File: src/rtl/uart_pkg.sv
// Shared UART constants and types, common to the RX, TX and receive-FIFO blocks.
package uart_pkg;

  localparam int UART_DATA_BITS  = 8;
  localparam int UART_START_BITS = 1;
  localparam int UART_STOP_BITS  = 1;
  localparam int UART_FRAME_BITS = UART_START_BITS + UART_DATA_BITS + UART_STOP_BITS;

  typedef enum logic [1:0] {
    UART_IDLE,
    UART_START,
    UART_DATA,
    UART_STOP
  } uart_state_e;

endpackage

File: src/rtl/uart_fifo_mem.sv
// Byte storage for the receive FIFO: synchronous write port, asynchronous read port.
module uart_fifo_mem #(
  parameter int DATA_WIDTH = 8,
  parameter int DEPTH      = 16,
  parameter int ADDR_WIDTH = $clog2(DEPTH)
) (
  input  logic                  clk,
  input  logic                  we_i,
  input  logic [ADDR_WIDTH-1:0] waddr_i,
  input  logic [DATA_WIDTH-1:0] wdata_i,
  input  logic [ADDR_WIDTH-1:0] raddr_i,
  output logic [DATA_WIDTH-1:0] rdata_o
);

  logic [DATA_WIDTH-1:0] mem_q [DEPTH];

  // Contents are deliberately not reset; the pointers decide what is valid.
  always_ff @(posedge clk) begin
    if (we_i) begin
      mem_q[waddr_i] <= wdata_i;
    end
  end

  assign rdata_o = mem_q[raddr_i];

endmodule

File: src/rtl/uart_rx_fifo.sv
// Receive FIFO behind a UART receiver: one push per rx_done level, first-word
// fall-through read side, sticky overflow flag for bytes dropped while full.
module uart_rx_fifo
  import uart_pkg::*;
#(
  parameter int DATA_WIDTH = UART_DATA_BITS,
  parameter int DEPTH      = 16,
  parameter int ADDR_WIDTH = $clog2(DEPTH)
) (
  input  logic                  clk,
  input  logic                  rst,
  input  logic [DATA_WIDTH-1:0] rx_data,
  input  logic                  rx_done,
  output logic [DATA_WIDTH-1:0] m_data,
  output logic                  m_valid,
  input  logic                  m_ready,
  output logic [ADDR_WIDTH:0]   count,
  output logic                  full,
  output logic                  empty,
  output logic                  overflow,
  input  logic                  overflow_clr
);

  localparam logic [ADDR_WIDTH:0] FULL_COUNT = (ADDR_WIDTH + 1)'(DEPTH);

  logic [ADDR_WIDTH-1:0] wr_ptr_q, wr_ptr_d;
  logic [ADDR_WIDTH-1:0] rd_ptr_q, rd_ptr_d;
  logic [ADDR_WIDTH:0]   count_q, count_d;
  logic                  overflow_q, overflow_d;
  logic                  rx_done_q;
  logic                  push_req, push, pop;

  assign m_valid  = (count_q != '0);
  assign full     = (count_q == FULL_COUNT);
  assign empty    = (count_q == '0);
  assign count    = count_q;
  assign overflow = overflow_q;

  // A full FIFO still accepts a byte when a pop frees the slot in the same cycle.
  always_comb begin
    push_req   = rx_done && !rx_done_q;
    pop        = m_valid && m_ready;
    push       = push_req && (!full || pop);
    wr_ptr_d   = wr_ptr_q;
    rd_ptr_d   = rd_ptr_q;
    count_d    = count_q;
    overflow_d = overflow_q;

    if (push) begin
      wr_ptr_d = wr_ptr_q + 1'b1;
    end
    if (pop) begin
      rd_ptr_d = rd_ptr_q + 1'b1;
    end

    case ({push, pop})
      2'b10:   count_d = count_q + 1'b1;
      2'b01:   count_d = count_q - 1'b1;
      default: count_d = count_q;
    endcase

    if (push_req && full && !pop) begin
      overflow_d = 1'b1;
    end else if (overflow_clr) begin
      overflow_d = 1'b0;
    end
  end

  // rx_done_q resets high so a done level already present at release is ignored.
  always_ff @(posedge clk) begin
    if (rst) begin
      wr_ptr_q   <= '0;
      rd_ptr_q   <= '0;
      count_q    <= '0;
      overflow_q <= 1'b0;
      rx_done_q  <= 1'b1;
    end else begin
      wr_ptr_q   <= wr_ptr_d;
      rd_ptr_q   <= rd_ptr_d;
      count_q    <= count_d;
      overflow_q <= overflow_d;
      rx_done_q  <= rx_done;
    end
  end

  uart_fifo_mem #(
    .DATA_WIDTH(DATA_WIDTH),
    .DEPTH     (DEPTH),
    .ADDR_WIDTH(ADDR_WIDTH)
  ) u_mem (
    .clk    (clk),
    .we_i   (push),
    .waddr_i(wr_ptr_q),
    .wdata_i(rx_data),
    .raddr_i(rd_ptr_q),
    .rdata_o(m_data)
  );

endmodule

File: config.mk
export PLATFORM = sky130hd
export DESIGN_NAME = uart_rx_fifo
export DESIGN_NICKNAME = d
export VERILOG_FILES = /design/src/rtl/uart_pkg.sv /design/src/rtl/uart_fifo_mem.sv /design/src/rtl/uart_rx_fifo.sv
export SDC_FILE = /design/constraint.sdc
export NUM_CORES = 1
export LEC_CHECK = 0
export CORE_MARGIN = 1
export CORE_UTILIZATION = 54
export CTS_CLUSTER_SIZE = 20
export DETAILED_ROUTE_END_ITERATION = 16
export PLACE_DENSITY = 0.82
export SKIP_CTS_REPAIR_TIMING = 1
export SYNTH_ARGS = -nofsm -noshare
export SYNTH_HDL_FRONTEND = slang
export SYNTH_HIERARCHICAL = 1
export SYNTH_SLANG_ARGS = --single-unit
export TNS_END_PERCENT = 50
File: constraint.sdc
create_clock -name clk -period 3.1 [get_ports clk]
set_input_delay 0.62 -clock clk [delete_from_list [all_inputs] [get_ports clk]]
set_output_delay 0.62 -clock clk [all_outputs]
set_load 0.02 [all_outputs]
## Yosys cells after proc, flatten, opt, wreduce, memory -nomap -nowiden

Memories as Yosys holds them, arrays and structs flattened. A register that Yosys moved wholly into a read port is not among the register bits.
Index checks and enable logic that the tools add are counted.

| cells by class | value |
|---|---|
| add/sub/neg operators | 4 |
| multipliers | 0 |
| div/mod/pow operators | 0 |
| magnitude comparators | 0 |
| eq/ne operators | 3 |
| shift-type cells | 0 |
| mux-type cells | 7 |
| bitwise operators | 0 |
| reduce and logical (&&, ||, !) cells | 13 |

Operators by type and width:

| operator | number |
|---|---|
| $pmux W5 S2 | 1 |
| $add A4 B1 Y4 const B | 2 |
| $mux W4 | 2 |
| $add A5 B1 Y5 const B | 1 |
| $eq A5 B5 Y1 const B | 1 |
| $logic_and A1 B1 Y1 | 5 |
| $logic_not A5 Y1 | 1 |
| $reduce_bool A5 Y1 | 1 |
| $sub A5 B1 Y5 const B | 1 |
| $mux W1 | 4 |
| $reduce_bool A2 Y1 | 2 |
| $logic_not A1 Y1 | 3 |
| $eq A2 B1 Y1 const B | 1 |
| $eq A2 B2 Y1 const B | 1 |
| $logic_or A1 B1 Y1 | 1 |

| word-level totals | value |
|---|---|
| register bits after elaboration | 15 |
| latch bits | 0 |
| RAM bits | 128 |
| memory bits (read-only) | 0 |
| output and inout port bits | 17 |
| logic and storage cells | 33 |
| memories | 1 |

Memory list:

| name | depth | bits a word | rd ports | clocked after memory_dff | wr ports | RTL line | RTL |
|---|---|---|---|---|---|---|---|
| u_mem.mem_q | 16 | 8 | 1 | 1 | 1 | uart_fifo_mem.sv:15 | `logic [DATA_WIDTH-1:0] mem_q [DEPTH];` |

## Depth between registers and ports, before layout

Gate-level depths: netlist of run 1.

| logic depth | value |
|---|---|
| depth in word-level cells | 6 |
| mapped depth | 8 |
| mapped depth without buffers | 8 |

## Modules after synthesis

The synthesis of run 1 kept the hierarchy.

Modules (own cells, without submodules):

| module | times used | cells each | area each (um^2) | sequential area each (um^2) |
|---|---|---|---|---|
| uart_fifo_mem | 1 | 221 | 4987.3 | 3843.7 |
| uart_rx_fifo | 1 | 101 | 907.1 | 300.3 |

## Worst setup path after synthesis of run 1

Ideal clock, no wire load.

| path | value |
|---|---|
| kind | input to register |
| start | input m_ready |
| end | memory u_mem.mem_q[0][0], enable pin |
| setup time | 0.383 ns |
| data arrival time | 2.524 ns |
| required time | 2.717 ns |
| slack | 0.192 ns |
| cell stages on the path | 5 |
| path buffers | 1 |
| path through | clkbuf_1 > nor2b_1 > a21oi_1 > or3b_2 > nor3_1 |

| on the way | value |
|---|---|
| cells in the longest elaborated chain, start to end | 5 |

RTL lines:

| element | RTL line | RTL |
|---|---|---|
| start: declaration | uart_rx_fifo.sv:16 | `input logic m_ready,` |
| $logic_and A1 B1 Y1 | uart_rx_fifo.sv:42 | `pop = m_valid && m_ready;` |
| $logic_or A1 B1 Y1 | uart_rx_fifo.sv:43 | `push = push_req && (!full \|\| pop);` |
| $logic_and A1 B1 Y1 | uart_rx_fifo.sv:43 |  |
| named net push | uart_rx_fifo.sv:31 | `logic push_req, push, pop;` |
| $mux W1 | uart_fifo_mem.sv:19 | `if (we_i) begin` |
| $mux W1 (not written as such) | uart_fifo_mem.sv:20 | `mem_q[waddr_i] <= wdata_i;` |
| end: declaration | uart_fifo_mem.sv:15 |  |

The timed path passes the listed nets, and every way through them passes these cells.

## Worst setup path in the final report of run 1

| path | value |
|---|---|
| start | register count_q[0] (netlist: count[0]) |
| end | output empty |

| on the way | value |
|---|---|
| cells in the longest elaborated chain, start to end | 1 |

RTL lines:

| element | RTL line | RTL |
|---|---|---|
| start: declaration | uart_rx_fifo.sv:28 | `logic [ADDR_WIDTH:0] count_q, count_d;` |
| start signal: assignment | uart_rx_fifo.sv:80 | `count_q <= count_d;` |
| $logic_not A5 Y1 | uart_rx_fifo.sv:35 | `assign empty = (count_q == '0);` |
| end: declaration | uart_rx_fifo.sv:19 | `output logic empty,` |

No other way between the ends.

==> impl_results.rst, run 1 <==
.. list-table::
   :header-rows: 1

   * - Metric
     - Value
   * - Status
     - completed
   * - Reported leakage power
     - 0.002411 uW
   * - Post-Syn Area per Cell
     - 18.31 sq um
   * - Final antenna-violating net count
     - 0
   * - Number of antenna violations at the first check in global routing
     - 0
   * - Startpoint of the most critical hold path
     - overflow
   * - Post-layout minimum cycle time
     - 2.950 ns
   * - Highest clock frequency the design can meet
     - 338.9 MHz
   * - Number of antenna diodes
     - 0
   * - Number of instances on the worst hold path
     - 2
   * - Fin nets
     - 397
   * - Endpoint class of the critical path
     - output pin
   * - Flip-flop cell with the highest count after synthesis
     - sky130_fd_sc_hd__edfxtp_1
   * - DRC errors left
     - 0
   * - Switch Pwr
     - 1352 uW
   * - Flop2flop setup slack
     - 0.47 ns
   * - Placer Congestion
     - 0.7651
   * - Worst R2R Start
     - count[0]
   * - Latest clock arrival within the worst-skew pair
     - 0.52 ns
   * - Ratio of total power to cell area
     - 731.6 nW/um^2
   * - Placeable core area
     - 10,460 sq um
   * - Largest net degree at the start of global routing
     - 36
   * - Grt total ovfl
     - 0
   * - Portion of synthesized cell area occupied by the leading cell type
     - 65.21%
   * - First DRT Iteration DRCs
     - between 200 and 300
   * - Final setup viols
     - 0
   * - Wire length of the first global-routing pass
     - ~18,000 um
   * - First-pass detailed-route iteration total
     - 5
   * - Most instantiated cells after synthesis
     - sky130_fd_sc_hd__edfxtp_1, sky130_fd_sc_hd__nor2_1, sky130_fd_sc_hd__mux4_2, sky130_fd_sc_hd__a22oi_1, sky130_fd_sc_hd__dfxtp_1
   * - Proportion of synthesized chip area in sequential cells
     - 70.30%
   * - Terminus of the critical flop-to-flop path
     - count[4]
   * - Clock input transition at the sequential cells of the worst setup and hold paths
     - 0.06 ns
   * - Worst hold path type
     - register to register
   * - Worst r2r path cells
     - 8
   * - Number of vias after detailed routing
     - 3,242
   * - Port Buf Inserts
     - 29
   * - Critical Path Fanout Max
     - 8
   * - Number of CTS-inserted buffers
     - 17
   * - Final period utilization
     - approximately 95%
   * - Setup repair after global routing missed its margin
     - false
   * - Sequential share of power
     - 42.6%
   * - Area growth from synthesis to layout
     - 19.70%
   * - Buffer levels on the longest clock path
     - 2
   * - Routed WL
     - 11,810 um
   * - Power share of the combinational group
     - 20.4%
   * - Count leader, synth
     - sky130_fd_sc_hd__edfxtp_1
   * - Io pins
     - 30
   * - FP Rows
     - 37
   * - Synthesis warning total
     - 6
   * - Number of sinks driven by the clock tree
     - 143
   * - Die height
     - 106.5 um
   * - TritonCTS clock tree
     - built
   * - Number of library cell types mapped by synthesis
     - 46
   * - Global Route Usage Sum
     - 22.80%
   * - Max-cap violations
     - 0
   * - Vias in the first global route
     - 3,193
   * - Actual slew at the worst max-slew pin
     - between 0.7 and 0.8 ns
   * - Total power
     - 5162 uW
   * - Post-synth EDFFs
     - about 130
   * - Max-slew violations
     - 0
   * - Arrival time at the worst endpoint
     - 2.33 ns
   * - Clock network fraction of total power
     - a little under two fifths
   * - Worst Hold End
     - overflow
   * - Share of async-settable or async-resettable flops after synthesis
     - 0%
   * - Area of the mapped netlist
     - 5894 sq um
   * - Number of H-tree branching levels
     - 4
   * - Yosys top cell by area
     - sky130_fd_sc_hd__edfxtp_1
   * - Drt wl/cell
     - ~22 um
   * - Min Hold Slack
     - 0.4793 ns
   * - Cell internal power dissipation
     - approximately 3800 uW
   * - Flip-flop and latch count after synthesis
     - approximately 140
   * - Syn Inst Count
     - 322
   * - IR drop worst, VDD
     - 392.4 uV
   * - Nets in the synthesized netlist
     - 341
   * - Floorplan die width
     - 106.5 um
   * - Number of hold violations in the final report
     - 0
   * - Switching share of power
     - between 20% and 30%
   * - Category of the most critical setup path
     - register to output pin
   * - WP data required
     - 2.48 ns
   * - Clock skew
     - roughly 0.011 ns
   * - Root Driver
     - sky130_fd_sc_hd__clkbuf_8
   * - Biggest area contributors in the synthesized netlist
     - sky130_fd_sc_hd__edfxtp_1, sky130_fd_sc_hd__mux4_2, sky130_fd_sc_hd__mux4_1
   * - Starting density of the core
     - 56.34%
   * - Max transition margin
     - about 53%
   * - Post-detailed-route via-to-cell ratio
     - between 6 and 7
   * - Total Die Area
     - 11,340 sq um
   * - Startpoint kind of the worst setup timing path
     - register
   * - Hpwl dp
     - 7273 um
   * - Ratio of cells with drive above 1 in the final layout
     - 21.48%
-- critical path, cell delays in order (launching register included) --
cell and delay [ns]:
sky130_fd_sc_hd__dfxtp_1 0.41, sky130_fd_sc_hd__nor4_4 0.47, sky130_fd_sc_hd__or2b_1 0.28, sky130_fd_sc_hd__inv_1 0.05, sky130_fd_sc_hd__clkdlybuf4s50_1 0.59
-- registers in the layout, summed over array words and instances, names as in the netlist --
register and flops:
rd_ptr_q 4, rx_done_q 1, count 5, overflow 1, wr_ptr_q 4, u_mem/mem_q 128
-- stage by stage --
step	TNS [ns]	instances	setup slack (ns)	utilization [%]	instance area [sq um]
floorplan	0	322	0.1921	-	5894
global placement	0	495	0.3065	61.71	6456
detailed placement	0	495	0.2010	61.71	6456
CTS	-0.8393	527	-0.1939	67.09	7019
global route	0	527	0.03842	67.44	7056
finish	0	527	0.1496	67.44	7056
-- cell families (layout without fill, tap and decap cells) --
| group | after synthesis | count (layout) | share of synthesized area, % |
|---|---|---|---|
| flops | 143 | 143 | 70.30 |
| simple gates | 77 | 77 | 6.856 |
| compound gates | 36 | 36 | 4.670 |
| mux | 36 | 36 | 13.88 |
| buf+inv | 18 | 87 | 1.995 |
| fa+ha+maj | 6 | 6 | 1.401 |
| xor+xnor | 6 | 6 | 0.8915 |
-- area by class of cell --
type                       count  area (sq um)
tap                          136         170.2
fill                         668          3407
clock inverter                13         141.4
timing repair buffer          51         513.0
inverter                       4         15.01
multi-input combinational    161          1649
clock buffer                  19         421.7
sequential                   143          4145
-- worst max path at each step --
stage,start,endpoint,slack [ns],depth (start not counted)
finish,count[0],empty,0.15,4
detailed placement,rx_done,count[4],0.20,9
floorplan,m_ready,u_mem/mem_q[0][0],0.19,5
CTS,rd_ptr_q[0],m_data[5],-0.19,5
global route,count[0],empty,0.04,4
global placement,rx_done,count[4],0.31,9
-- layout by cell type, fill, tap and decap left out, types with 6 or more instances in the layout --
master                              n
sky130_fd_sc_hd__nand2_1           13
sky130_fd_sc_hd__clkdlybuf4s50_1   21
sky130_fd_sc_hd__clkinv_4           6
sky130_fd_sc_hd__edfxtp_1         128
sky130_fd_sc_hd__dfxtp_1           14
sky130_fd_sc_hd__clkbuf_16         16
sky130_fd_sc_hd__nor3_1             7
sky130_fd_sc_hd__mux4_1            13
sky130_fd_sc_hd__dlymetal6s2s_1     8
sky130_fd_sc_hd__mux4_2            19
sky130_fd_sc_hd__nor2_1            26
sky130_fd_sc_hd__buf_4             19
sky130_fd_sc_hd__a22oi_1           12
-- power groups by stage --
stage | sequential [uW] | combinational (uW) | clock, uW
4_1_cts | 2200 | 1050 | 1920
2_1_floorplan | 2240 | 691 | 0
3_5_place_dp | 2240 | 1040 | 0
3_3_place_gp | 2230 | 1020 | 0
6_report | 2200 | 1050 | 1910
5_1_grt | 2200 | 1130 | 2000
-- per-layer routing --
layer / routed length [um] / GRT usage, % / vias to the layer above
li1: - / - / 1428
met1: 4902 / 28.92 / 1666
met2: 6037 / 37.15 / 127
met3: 655 / 6.744 / 21
met4: 214 / 9.002 / 0
met5: 0 / 0 / -
Power figures use the tool's default switching activity.
==> run 2, diff against run 1 <==
Settings changed: SETUP_SLACK_MARGIN from default to 0.15.
==> impl_results.rst, run 2 (synthesis results as in run 1) <==
.. list-table::
   :header-rows: 1

   * - Metric
     - Value
   * - Power share of the combinational group
     - 20.4% (about the same)
   * - Starting density of the core
     - 56.34% (unchanged)
   * - Actual slew at the worst max-slew pin
     - 0.7205 ns (+0.02043 ns)
   * - Final core occ
     - 67.44% (unchanged)
   * - TritonCTS clock tree
     - built
   * - Vias in the first global route
     - 3,193 (unchanged)
   * - Number of H-tree branching levels
     - 4 (unchanged)
   * - Worst hold path type
     - register to register
   * - Switching share of power
     - 26.18% (about the same)
   * - Number of hold violations in the final report
     - 0 (unchanged)
   * - Switch Pwr
     - 1350 uW (-0.17%)
   * - Number of vias after detailed routing
     - 3,227 (-0.46%)
   * - Die height
     - 106.5 um (unchanged)
   * - Reported leakage power
     - 0.002412 uW (about the same)
   * - First-pass detailed-route iteration total
     - 5 (unchanged)
   * - Met2 layer wire length in the routed design
     - 6036 um (about the same)
   * - Fin nets
     - 397 (unchanged)
   * - Largest net degree at the start of global routing
     - 36 (unchanged)
   * - Placer Congestion
     - 0.7651 (unchanged)
   * - Routed length on met1
     - 4788 um (-2.3%)
   * - Max-slew violations
     - 0 (unchanged)
   * - Endpoint class of the critical path
     - output pin
   * - Clock skew
     - 0.01186 ns (+0.001280 ns)
   * - Ratio of total power to cell area
     - 730.8 nW/um^2 (-0.12%)
   * - Number of antenna diodes
     - 0 (unchanged)
   * - Multi-input gate area in the final layout
     - 1654 sq um (+0.30%)
   * - Critical Path Fanout Max
     - 15 (+7)
   * - Highest routed layer
     - met4
   * - Root Driver
     - sky130_fd_sc_hd__clkbuf_8
   * - Floorplan die width
     - 106.5 um (unchanged)
   * - First DRT Iteration DRCs
     - 243 (-14%)
   * - DRC errors left
     - 0 (unchanged)
   * - Clock network fraction of total power
     - 37.0% (about the same)
   * - Number of antenna violations at the first check in global routing
     - 0 (unchanged)
   * - Latest clock arrival within the worst-skew pair
     - 0.52 ns (about the same)
   * - Final setup viols
     - 0 (unchanged)
   * - Placed Instance Area
     - 6456 sq um (unchanged)
   * - Status
     - completed
   * - Clock input transition at the sequential cells of the worst setup and hold paths
     - 0.06 ns (about the same)
   * - Sequential share of power
     - 42.6% (about the same)
   * - Post-layout minimum cycle time
     - 2.867 ns (-0.08315 ns)
   * - IR drop worst, VDD
     - 390.3 uV (-0.52%)
   * - Startpoint kind of the worst setup timing path
     - register
   * - Placeable core area
     - 10,460 sq um (unchanged)
   * - Ratio of cells with drive above 1 in the final layout
     - 21.99% (+0.51 points)
   * - Post-detailed-route via-to-cell ratio
     - 6.123 (-0.46%)
   * - Io pins
     - 30 (unchanged)
   * - Buffer levels on the longest clock path
     - 2 (unchanged)
   * - Drt wl/cell
     - 22.49 um (+0.35%)
   * - Area occupied by registers
     - 4145 sq um (unchanged)
   * - Top register by number of flip-flops
     - u_mem/mem_q
   * - Hpwl dp
     - 7273 um (unchanged)
   * - FP Rows
     - 37 (unchanged)
   * - Number of flip-flops under the largest register name
     - 128 (unchanged)
   * - Port Buf Inserts
     - 29 (unchanged)
   * - Global Route Usage Sum
     - 22.80% (unchanged)
   * - Worst slack, placed
     - 0.2010 ns (unchanged)
   * - Post-route worst setup slack
     - 0.2328 ns (+0.08315 ns)
   * - Grt total ovfl
     - 0 (unchanged)
   * - Total Die Area
     - 11,340 sq um (unchanged)
   * - Final instance area
     - 7056 sq um (unchanged)
   * - Routed WL
     - 11,850 um (+0.35%)
   * - Number of sinks driven by the clock tree
     - 143 (unchanged)
   * - Arrival time at the worst endpoint
     - 2.25 ns (-0.08 ns)
   * - Leading cell types in the layout, fill and taps excluded
     - sky130_fd_sc_hd__edfxtp_1, sky130_fd_sc_hd__nor2_1, sky130_fd_sc_hd__clkdlybuf4s50_1
   * - Detail Route met3 WL
     - 806 um (+23%)
   * - Final antenna-violating net count
     - 0 (unchanged)
   * - Category of the most critical setup path
     - register to output pin
   * - Leading cell type in the layout, fill and taps excluded
     - sky130_fd_sc_hd__edfxtp_1
   * - Total power
     - 5156 uW (-0.12%)
   * - Wire length of the first global-routing pass
     - 18,110 um (unchanged)
   * - Area growth from synthesis to layout
     - 19.70% (unchanged)
   * - Number of CTS-inserted buffers
     - 17 (unchanged)
   * - Setup repair after global routing missed its margin
     - false
   * - Final period utilization
     - 92.49% (-2.7 points)
   * - Cell internal power dissipation
     - 3806 uW (about the same)
   * - Max-cap violations
     - 0 (unchanged)
   * - Highest clock frequency the design can meet
     - 348.8 MHz (+2.9%)
   * - Fill cells
     - 668 (unchanged)
   * - Max transition margin
     - 51.79% (-1.4 points)
   * - WP data required
     - 2.48 ns (about the same)
==> run 2: cell count changes in the layout (fill, tap and decap cells not counted) <==
cell	before	now
sky130_fd_sc_hd__a22oi_1	12	11
sky130_fd_sc_hd__a22oi_2	4	5
sky130_fd_sc_hd__clkbuf_2	0	1
sky130_fd_sc_hd__clkdlybuf4s50_1	21	20
==> run 2: layout make-up <==
class	count	area share, %
clock buffers	19	5.976
well taps	136	2.412
multi-input cells	161	23.44
repair buffers	51	7.200
flip-flops and latches	143	58.75
clock inverters	13	2.004
inverters	4	0.2128
==> run 2: power groups by stage <==
| stage | logic (uW) | registers, uW | clock network (uW) |
|---|---|---|---|
| 2_1_floorplan | 691 | 2240 | 0 |
| 3_3_place_gp | 1020 | 2230 | 0 |
| 3_5_place_dp | 1040 | 2240 | 0 |
| 4_1_cts | 1050 | 2200 | 1920 |
| 5_1_grt | 1120 | 2200 | 2000 |
| 6_report | 1050 | 2200 | 1910 |
==> run 2: layer usage <==
| layer | track usage, % | up-vias |
|---|---|---|
| met4 | 9.002 | 0 |
| met2 | 37.15 | 132 |
| met1 | 28.92 | 1652 |
| met5 | 0 | - |
| li1 | - | 1423 |
| met3 | 6.744 | 20 |
==> run 2: worst max-delay path: stages, from the launching register on <==
cell and delay (ns):
sky130_fd_sc_hd__dfxtp_2 0.37, sky130_fd_sc_hd__buf_12 0.18, sky130_fd_sc_hd__mux4_1 0.62, sky130_fd_sc_hd__a22oi_2 0.28
sky130_fd_sc_hd__nand2_1 0.07, sky130_fd_sc_hd__dlymetal6s2s_1 0.20
==> run 2: final timing paths <==
check / cells after the start / slack, ns / endpoint / from
worst max-delay path: 5 / 0.23 / m_data[1] / rd_ptr_q[0]
worst min-delay path: 2 / 0.48 / overflow / overflow
worst max register to register: 8 / 0.47 / count[4] / count[0]
worst min register to register: 2 / 0.48 / overflow / overflow
==> run 2: stage by stage <==
step,TNS [ns],instances,hold WS (ns)
after CTS,-0.8393,527,0.4796
after detailed placement,0,495,0.4742
after global placement,0,495,0.4608
after global routing,0,527,0.5075
after floorplan,0,322,0.5328
final,0,527,0.4805
==> patch: new RTL, config.mk and constraints of run 2 <==
`DEPTH` is set to 16 in 2 places; all go to 32.
--- a/src/rtl/uart_fifo_mem.sv
+++ b/src/rtl/uart_fifo_mem.sv
@@ -2,5 +2,5 @@
 module uart_fifo_mem #(
   parameter int DATA_WIDTH = 8,
-  parameter int DEPTH      = 16,
+  parameter int DEPTH      = 32,
   parameter int ADDR_WIDTH = $clog2(DEPTH)
 ) (
--- a/src/rtl/uart_rx_fifo.sv
+++ b/src/rtl/uart_rx_fifo.sv
@@ -5,5 +5,5 @@
 #(
   parameter int DATA_WIDTH = UART_DATA_BITS,
-  parameter int DEPTH      = 16,
+  parameter int DEPTH      = 32,
   parameter int ADDR_WIDTH = $clog2(DEPTH)
 ) (
Interface: changed (resized count); port bits go from 30 to 31. The function was not compared with the original's and may differ.
==> patch against run 2 <==
Wire length grew 120%; sequential cell count grew 131; final area grew 84%; total power grew 76%; sequential share of layout area grew 3.2 points; area after synthesis grew 85%; critical path depth grew 1; the flow now finishes with violations (negative setup slack); sequential power grew 90%; via count grew 79%; setup slack lost 540 ps; clock skew grew 2.7 ps; critical endpoint unchanged; count of clock-buffer cells in the layout grew 15.
==> patch: results (changes against run 2) <==
metric,value,unit,change
yosys.area_share.adder,0.00871,,-0.00530
htree_levels,1,,-3
via_per_inst,6.30,,+2.8%
layout_setup_ws,-305,ps,-538 ps
r2r.worst_path.cells,10,,+2
synth-compound-area-share,0.0158,,-0.0309
drt_iter0_markers,707,,+190%
placed_area,12000,um2,+85%
grt_use_total,0.248,,+0.0201
gp_congestion,0.807,,+5.5%
violations,negative setup slack,,
fin_nets,650,,+64%
antenna_found_initial,1,,+1
root_buffer,clkbuf_16,,
fin_cells,915,,+74%
critPathMaxStageDelay,550,ps,-70 ps
rrSetupSlack,150,ps,-320 ps
cp_data_arrival_time,2780,ps,+530 ps
path_max_fanout,7,,-8
crit_slowest_cell,mux4_2,,
io_buffers,30,,+3.4%
syn-mean-instance-area,20.9,um2,+14%
clock_path_buffers,3,,+1
setup_viol,8,,+8
area_delta_synth_final,19.1,%,
numCtsBuffers,27,,+10
synthDistinctLibCells,49,,+6.5%
whs,494,ps,+13.6 ps
synthXorXnorAreaFrac,0.00642,,-0.00250
synthTopCellsByCount,"256 x edfxtp_1, 80 x mux4_2, 47 x nor2_1",,
r2r-end,count[5]$_SDFFE_PP0P_,,
status,"complete, but fails checks",,
synthTopCellsByArea,"edfxtp_1 70%, mux4_2 17%, dfxtp_1 3.3%, nor2_1 1.6%, mux2_2 0.83%",,
synth_nets,543,,+59%
dp_hpwl,14500,um,+100%
yosysSeqAreaShare,0.737,,+0.0340
drive_gt1_frac,0.350,,+0.130
-- patch: cell count changes after synthesis, moves of 6 or more --
cell      delta
mux2_2       +8
mux4_1      -14
mux4_2      +62
nor3_1       -6
edfxtp_1   +128
a22oi_1     -16
nor2_1      +21
clkbuf_1     +7
buf_1        +6
nand2_1     -10
-- patch: cell type report --
class | instances | area share
sequential | 274 | 0.620
tap | 265 | 0.0255
multi-input combinational | 218 | 0.213
inverter | 7 | 0.00241
antenna | 1 | 0.000192
clock inverter | 14 | 0.00731
timing repair buffer | 102 | 0.0781
clock buffer | 34 | 0.0540
-- patch: per-layer routing --
layer	GRT usage	vias up	wire, um
li1	-	2380	-
met1	0.333	2975	9300
met2	0.415	365	12900
met3	0.0424	41	2690
met4	0.0831	0	628
met5	0	-	0
-- patch: where the power goes --
part           total, uW  internal, uW  switching [uW]
Clock               2990          1680            1310
Sequential          4170          4090            77.5
Combinational       1910          1010             899
Total               9070          6780            2290
